==> src/rtl/pipe_skid_reg_if.sv <==
// Valid/ready handshake bundle for one pipe_skid_reg stage.
// The slave modport is the stage itself; the master modport is the surrounding pipeline.
interface pipe_skid_reg_if #(
   parameter int WIDTH = 8
);
   logic             in_valid;
   logic             in_ready;
   logic [WIDTH-1:0] in_data;
   logic             out_valid;
   logic             out_ready;
   logic [WIDTH-1:0] out_data;
   logic [1:0]       count;

   modport slave (
      input  in_valid,
      input  in_data,
      input  out_ready,
      output in_ready,
      output out_valid,
      output out_data,
      output count
   );

   modport master (
      output in_valid,
      output in_data,
      output out_ready,
      input  in_ready,
      input  out_valid,
      input  out_data,
      input  count
   );
endinterface

==> src/rtl/pipe_skid_reg.sv <==
// Two-entry skid-buffered pipeline register with registered in_ready and a synchronous flush.
//
//   state    | meaning
//   ST_EMPTY | nothing held, out_valid=0
//   ST_ONE   | word in main, can still accept one more
//   ST_FULL  | main and skid both held, in_ready=0
module pipe_skid_reg #(
   parameter int WIDTH = 8
) (
   input  logic            i_clk,
   input  logic            i_reset,
   input  logic            i_flush,
   pipe_skid_reg_if.slave  s_bus
);

   typedef enum logic [1:0] {
      ST_EMPTY = 2'd0,
      ST_ONE   = 2'd1,
      ST_FULL  = 2'd2
   } state_t;

   state_t           r_state;
   logic [WIDTH-1:0] r_main;
   logic [WIDTH-1:0] r_skid;

   state_t           w_state_nxt;
   logic [WIDTH-1:0] w_main_nxt;
   logic [WIDTH-1:0] w_skid_nxt;
   logic             w_in_ready;
   logic             w_out_valid;
   logic             w_in_fire;
   logic             w_out_fire;

   assign w_in_ready  = (r_state != ST_FULL);
   assign w_out_valid = (r_state != ST_EMPTY);
   assign w_in_fire   = s_bus.in_valid & w_in_ready;
   assign w_out_fire  = w_out_valid & s_bus.out_ready;

   always_comb begin
      w_state_nxt = r_state;
      w_main_nxt  = r_main;
      w_skid_nxt  = r_skid;
      case (r_state)
         ST_EMPTY: begin
            if (w_in_fire) begin
               w_state_nxt = ST_ONE;
               w_main_nxt  = s_bus.in_data;
            end
         end
         ST_ONE: begin
            if (w_in_fire && w_out_fire) begin
               w_main_nxt = s_bus.in_data;
            end else if (w_in_fire) begin
               w_state_nxt = ST_FULL;
               w_skid_nxt  = s_bus.in_data;
            end else if (w_out_fire) begin
               w_state_nxt = ST_EMPTY;
            end
         end
         ST_FULL: begin
            if (w_out_fire) begin
               w_state_nxt = ST_ONE;
               w_main_nxt  = r_skid;
            end
         end
         default: w_state_nxt = ST_EMPTY;
      endcase
      // Flush drops everything held; the data registers are left as-is since nothing reads them when empty.
      if (i_flush) begin
         w_state_nxt = ST_EMPTY;
         w_main_nxt  = r_main;
         w_skid_nxt  = r_skid;
      end
   end

   always_ff @(posedge i_clk) begin
      if (i_reset) begin
         r_state <= ST_EMPTY;
         r_main  <= '0;
         r_skid  <= '0;
      end else begin
         r_state <= w_state_nxt;
         r_main  <= w_main_nxt;
         r_skid  <= w_skid_nxt;
      end
   end

   assign s_bus.in_ready  = w_in_ready;
   assign s_bus.out_valid = w_out_valid;
   assign s_bus.out_data  = r_main;
   assign s_bus.count     = r_state;

endmodule

==> src/flat_wrapper.sv <==
// flat-port wrapper written by rule: the top's interface ports become plain ports
module pipe_skid_reg_flat 
#(
   parameter int WIDTH = 8
)
  (i_clk, i_reset, i_flush, s_bus_in_valid, s_bus_in_data, s_bus_out_ready, s_bus_in_ready, s_bus_out_valid, s_bus_out_data, s_bus_count);
  pipe_skid_reg_if #(.WIDTH(WIDTH)) s_bus_i ();
  input  logic i_clk;
  input  logic i_reset;
  input  logic i_flush;
  input wire logic [$bits(s_bus_i.in_valid)-1:0] s_bus_in_valid;
  input wire logic [$bits(s_bus_i.in_data)-1:0] s_bus_in_data;
  input wire logic [$bits(s_bus_i.out_ready)-1:0] s_bus_out_ready;
  output wire logic [$bits(s_bus_i.in_ready)-1:0] s_bus_in_ready;
  output wire logic [$bits(s_bus_i.out_valid)-1:0] s_bus_out_valid;
  output wire logic [$bits(s_bus_i.out_data)-1:0] s_bus_out_data;
  output wire logic [$bits(s_bus_i.count)-1:0] s_bus_count;
  assign s_bus_i.in_valid = s_bus_in_valid;
  assign s_bus_i.in_data = s_bus_in_data;
  assign s_bus_i.out_ready = s_bus_out_ready;
  assign s_bus_in_ready = s_bus_i.in_ready;
  assign s_bus_out_valid = s_bus_i.out_valid;
  assign s_bus_out_data = s_bus_i.out_data;
  assign s_bus_count = s_bus_i.count;
  pipe_skid_reg #(.WIDTH(WIDTH)) u_core (.i_clk(i_clk), .i_reset(i_reset), .i_flush(i_flush), .s_bus(s_bus_i));
endmodule
==> config.mk <==
export PLATFORM = sky130hd
export DESIGN_NAME = pipe_skid_reg_flat
export DESIGN_NICKNAME = d
export VERILOG_FILES = /design/src/rtl/pipe_skid_reg_if.sv /design/src/rtl/pipe_skid_reg.sv /design/src/flat_wrapper.sv
export SDC_FILE = /design/constraint.sdc
export NUM_CORES = 1
export LEC_CHECK = 0
export BUFFER_PORTS_ARGS = -buffer_cell sky130_fd_sc_hd__buf_2
export CELL_PAD_IN_SITES_DETAIL_PLACEMENT = 2
export CELL_PAD_IN_SITES_GLOBAL_PLACEMENT = 2
export CORE_MARGIN = 10
export CORE_UTILIZATION = 29
export CTS_CLUSTER_SIZE = 20
export DETAILED_ROUTE_END_ITERATION = 12
export HOLD_SLACK_MARGIN = 0.1
export PLACE_DENSITY = 0.8
export RECOVER_POWER = 100
export REMOVE_ABC_BUFFERS = 1
export SLEW_MARGIN = 10
export SYNTH_ARGS = -nofsm -noshare
export SYNTH_HDL_FRONTEND = slang
export SYNTH_SLANG_ARGS = --single-unit
==> constraint.sdc <==
create_clock -name i_clk -period 1.9 [get_ports i_clk]
set_clock_uncertainty 0.15 [all_clocks]
set_input_delay 0.19 -clock i_clk [delete_from_list [all_inputs] [get_ports i_clk]]
set_output_delay 0.19 -clock i_clk [all_outputs]
set_load 0.05 [all_outputs]
==> metrics <==
WL final=2.70 mm; deepest clock path buffer count=2; via-per-instance ratio=5.43; sequential share of the synthesized area=41.8%; leakage power figure=0.455 nW; Hold WC Path Type=in -> reg; CTS tree=built; synthesized flop and latch total=18; crit path time final=1.73 ns; GRT Residual Overflow=0; Max stage delay on crit path=0.52 ns; Post-route DRC=0; final instance area=0.00111 mm²; Synth area leader=dfxtp_1; starting density of the core=30.7%; worst slack, placed=0.259 ns; fraction of layout cells with a size suffix above 1=18.2%; MaxCap Viol Count=0; Worst VDD drop=0.350 mV; Crit-path slowest cell=dlygate4sd3_1; DP Area=993 µm²; Port Buf Inserts=24; Crit. End Element=flip-flop; Synth area leaders=dfxtp_1 42%, a211oi_1 14%, mux2i_1 9.3%, a21oi_1 4.6%, nand3_1 4.6%; initial antenna violation count=0; Fin. Hold Viols=0; CTS H-tree depth=1; DR vias=825; Die Y=74.5 µm; element type at the critical path start=primary input; Highest Clock Rate=0.579 GHz; total inserted antenna cells=0; Nets=136; final setup violation count=0; number of global-route vias before repair=917; critical path arrival=1.79 ns; I/O pin cnt=25; drt first-iter violations=34; CP Class=in -> reg; Core Area=0.00281 mm²; num rows=19; Area growth syn-to-layout=28.9%; post-route antenna net violation count=0; total clock sinks=18; Rel. slew slack=58.4%; period utilisation layout=90.9%; Ys Warns=0; Critical path buffers and inverters=2; syn avg cell area=9.80 µm²; status=complete, no violations; area taken by multi-input logic gates=460 µm²; routed wire length per instance=17.8 µm; Worst-Margin Slew=0.626 ns; Unique masters post-synth=25; worst-path cell chain=dlygate4sd3_1 -> buf_2 -> and4bb_1 -> a21o_4 -> a211oi_1; required time of the critical path=1.96 ns; largest net degree at the start of global routing=19; CTS Buf Count=3; synthesized netlist cell count=88; Max Fanout on Critical Path=13; Synth top area share=41.8%; FF+latch area=360 µm²; DPL Wire Length=1.95 mm; CP delay by family, top=buffers and inverters; DR pass1 iterations=4; Die Width=74.5 µm; first-pass GRT wire length=4.64 mm; Clk Latency, worst-skew pair=0.30 ns; root buffer cell=clkbuf_4; Worst-path clk slew=0.10 ns; Power Dens Cells=714 mW/mm²; Die ar.=0.00555 mm²; RSZ-0062 raised after global routing=false; Placer Congestion=0.722; Total GRT Usage=10.5%; Slew Viols, Final=0; FILL cells=330; Post-Synthesis Cell Area=862 µm²; post-route setup slack=0.172 ns
==> stage by stage <==
step	instances	hold slack, ns	power [mW]	TNS [ns]	util, %
2_1_floorplan	82	0.105	0.531	-1.94	-
5_1_grt	152	0.130	0.832	0	39.6
3_5_place_dp	138	0.318	0.596	0	35.4
4_1_cts	152	0.125	0.809	0	40.2
6_report	152	0.130	0.793	0	39.6
3_3_place_gp	138	0.310	0.590	0	35.4
==> report_power, final <==
group / total (mW) / internal [mW] / switching (mW)
registers: 0.406 / 0.395 / 0.0114
clock network: 0.196 / 0.0739 / 0.122
logic: 0.191 / 0.0631 / 0.128
==> layer usage <==
metal | track usage [%] | routed length [µm]
met2 | 18.5 | 1370
met3 | 3.59 | 135
met5 | 0 | 0
met1 | 11.5 | 1190
met4 | 3.15 | 14
==> placed cells by master (no fill, tap or decap), types with 2 or more instances in the layout <==
cell / instances
buf_2: 11
dfxtp_1: 18
clkbuf_2: 3
a21oi_1: 8
clkbuf_1: 10
and4bb_1: 2
clkbuf_4: 3
o21ai_0: 8
nand3_1: 8
mux2i_1: 8
dlygate4sd3_1: 11
a211oi_1: 17
==> sequential cells by signal (all words and copies together) (netlist names) <==
name	cells
u_core.s_bus.count	2
u_core.r_skid	8
u_core.s_bus.out_data	8
==> cell families (layout without fill, tap and decap cells) <==
| logic type | after synthesis | count (layout) | synth area share (%) |
|---|---|---|---|
| and+or+nand+nor | 18 | 18 | 14.4 |
| DFF | 18 | 18 | 41.8 |
| buffers and inverters | 7 | 40 | 4.50 |
| muxes | 9 | 9 | 11.0 |
| AOI/OAI and AO/OA | 36 | 36 | 28.3 |
==> Yosys cell counts <==
library cell  instances
buf_2                 1
a21o_4                1
a21oi_1               8
a211oi_2              1
a21o_1                1
nand3_1               8
dfxtp_1              18
nand2_1               1
and4bb_1              2
a211oi_1             16
nand2b_1              2
a2111oi_0             1
buf_1                 1
nor2_1                1
mux2i_1               8
or2_2                 1
buf_6                 1
mux2_4                1
clkbuf_1              2
buf_4                 1
nand3b_1              1
nand4bb_2             1
inv_1                 1
o21ai_0               8
or3b_1                1
==> final timing paths <==
path	cells after the start	from	slack (ns)	endpoint
worst min-delay path	2	i_reset	0.13	u_core.r_skid[0]
worst max-delay path	5	i_flush	0.17	u_core.s_bus.out_data[2]
worst min register to register	2	u_core.r_skid[2]	0.33	u_core.r_skid[2]
worst max register to register	3	u_core.s_bus.count[1]	0.25	u_core.s_bus.out_data[2]
==> layout make-up <==
| type | count | area share, % |
|---|---|---|
| repair buffers | 36 | 20.3 |
| clock buffers | 3 | 2.03 |
| multi-input cells | 63 | 41.4 |
| well taps | 31 | 3.49 |
| inverters | 1 | 0.338 |
| flip-flops and latches | 18 | 32.4 |
==> repair_timing <==
item,4_1_cts,5_1_grt
gates resized for setup,1,1
setup endpoints to repair,1,1
buffers inserted,0,0
hold buffers,11,0
hold endpoints to repair,10,0
No activity file was read; power rests on OpenSTA's default activity.
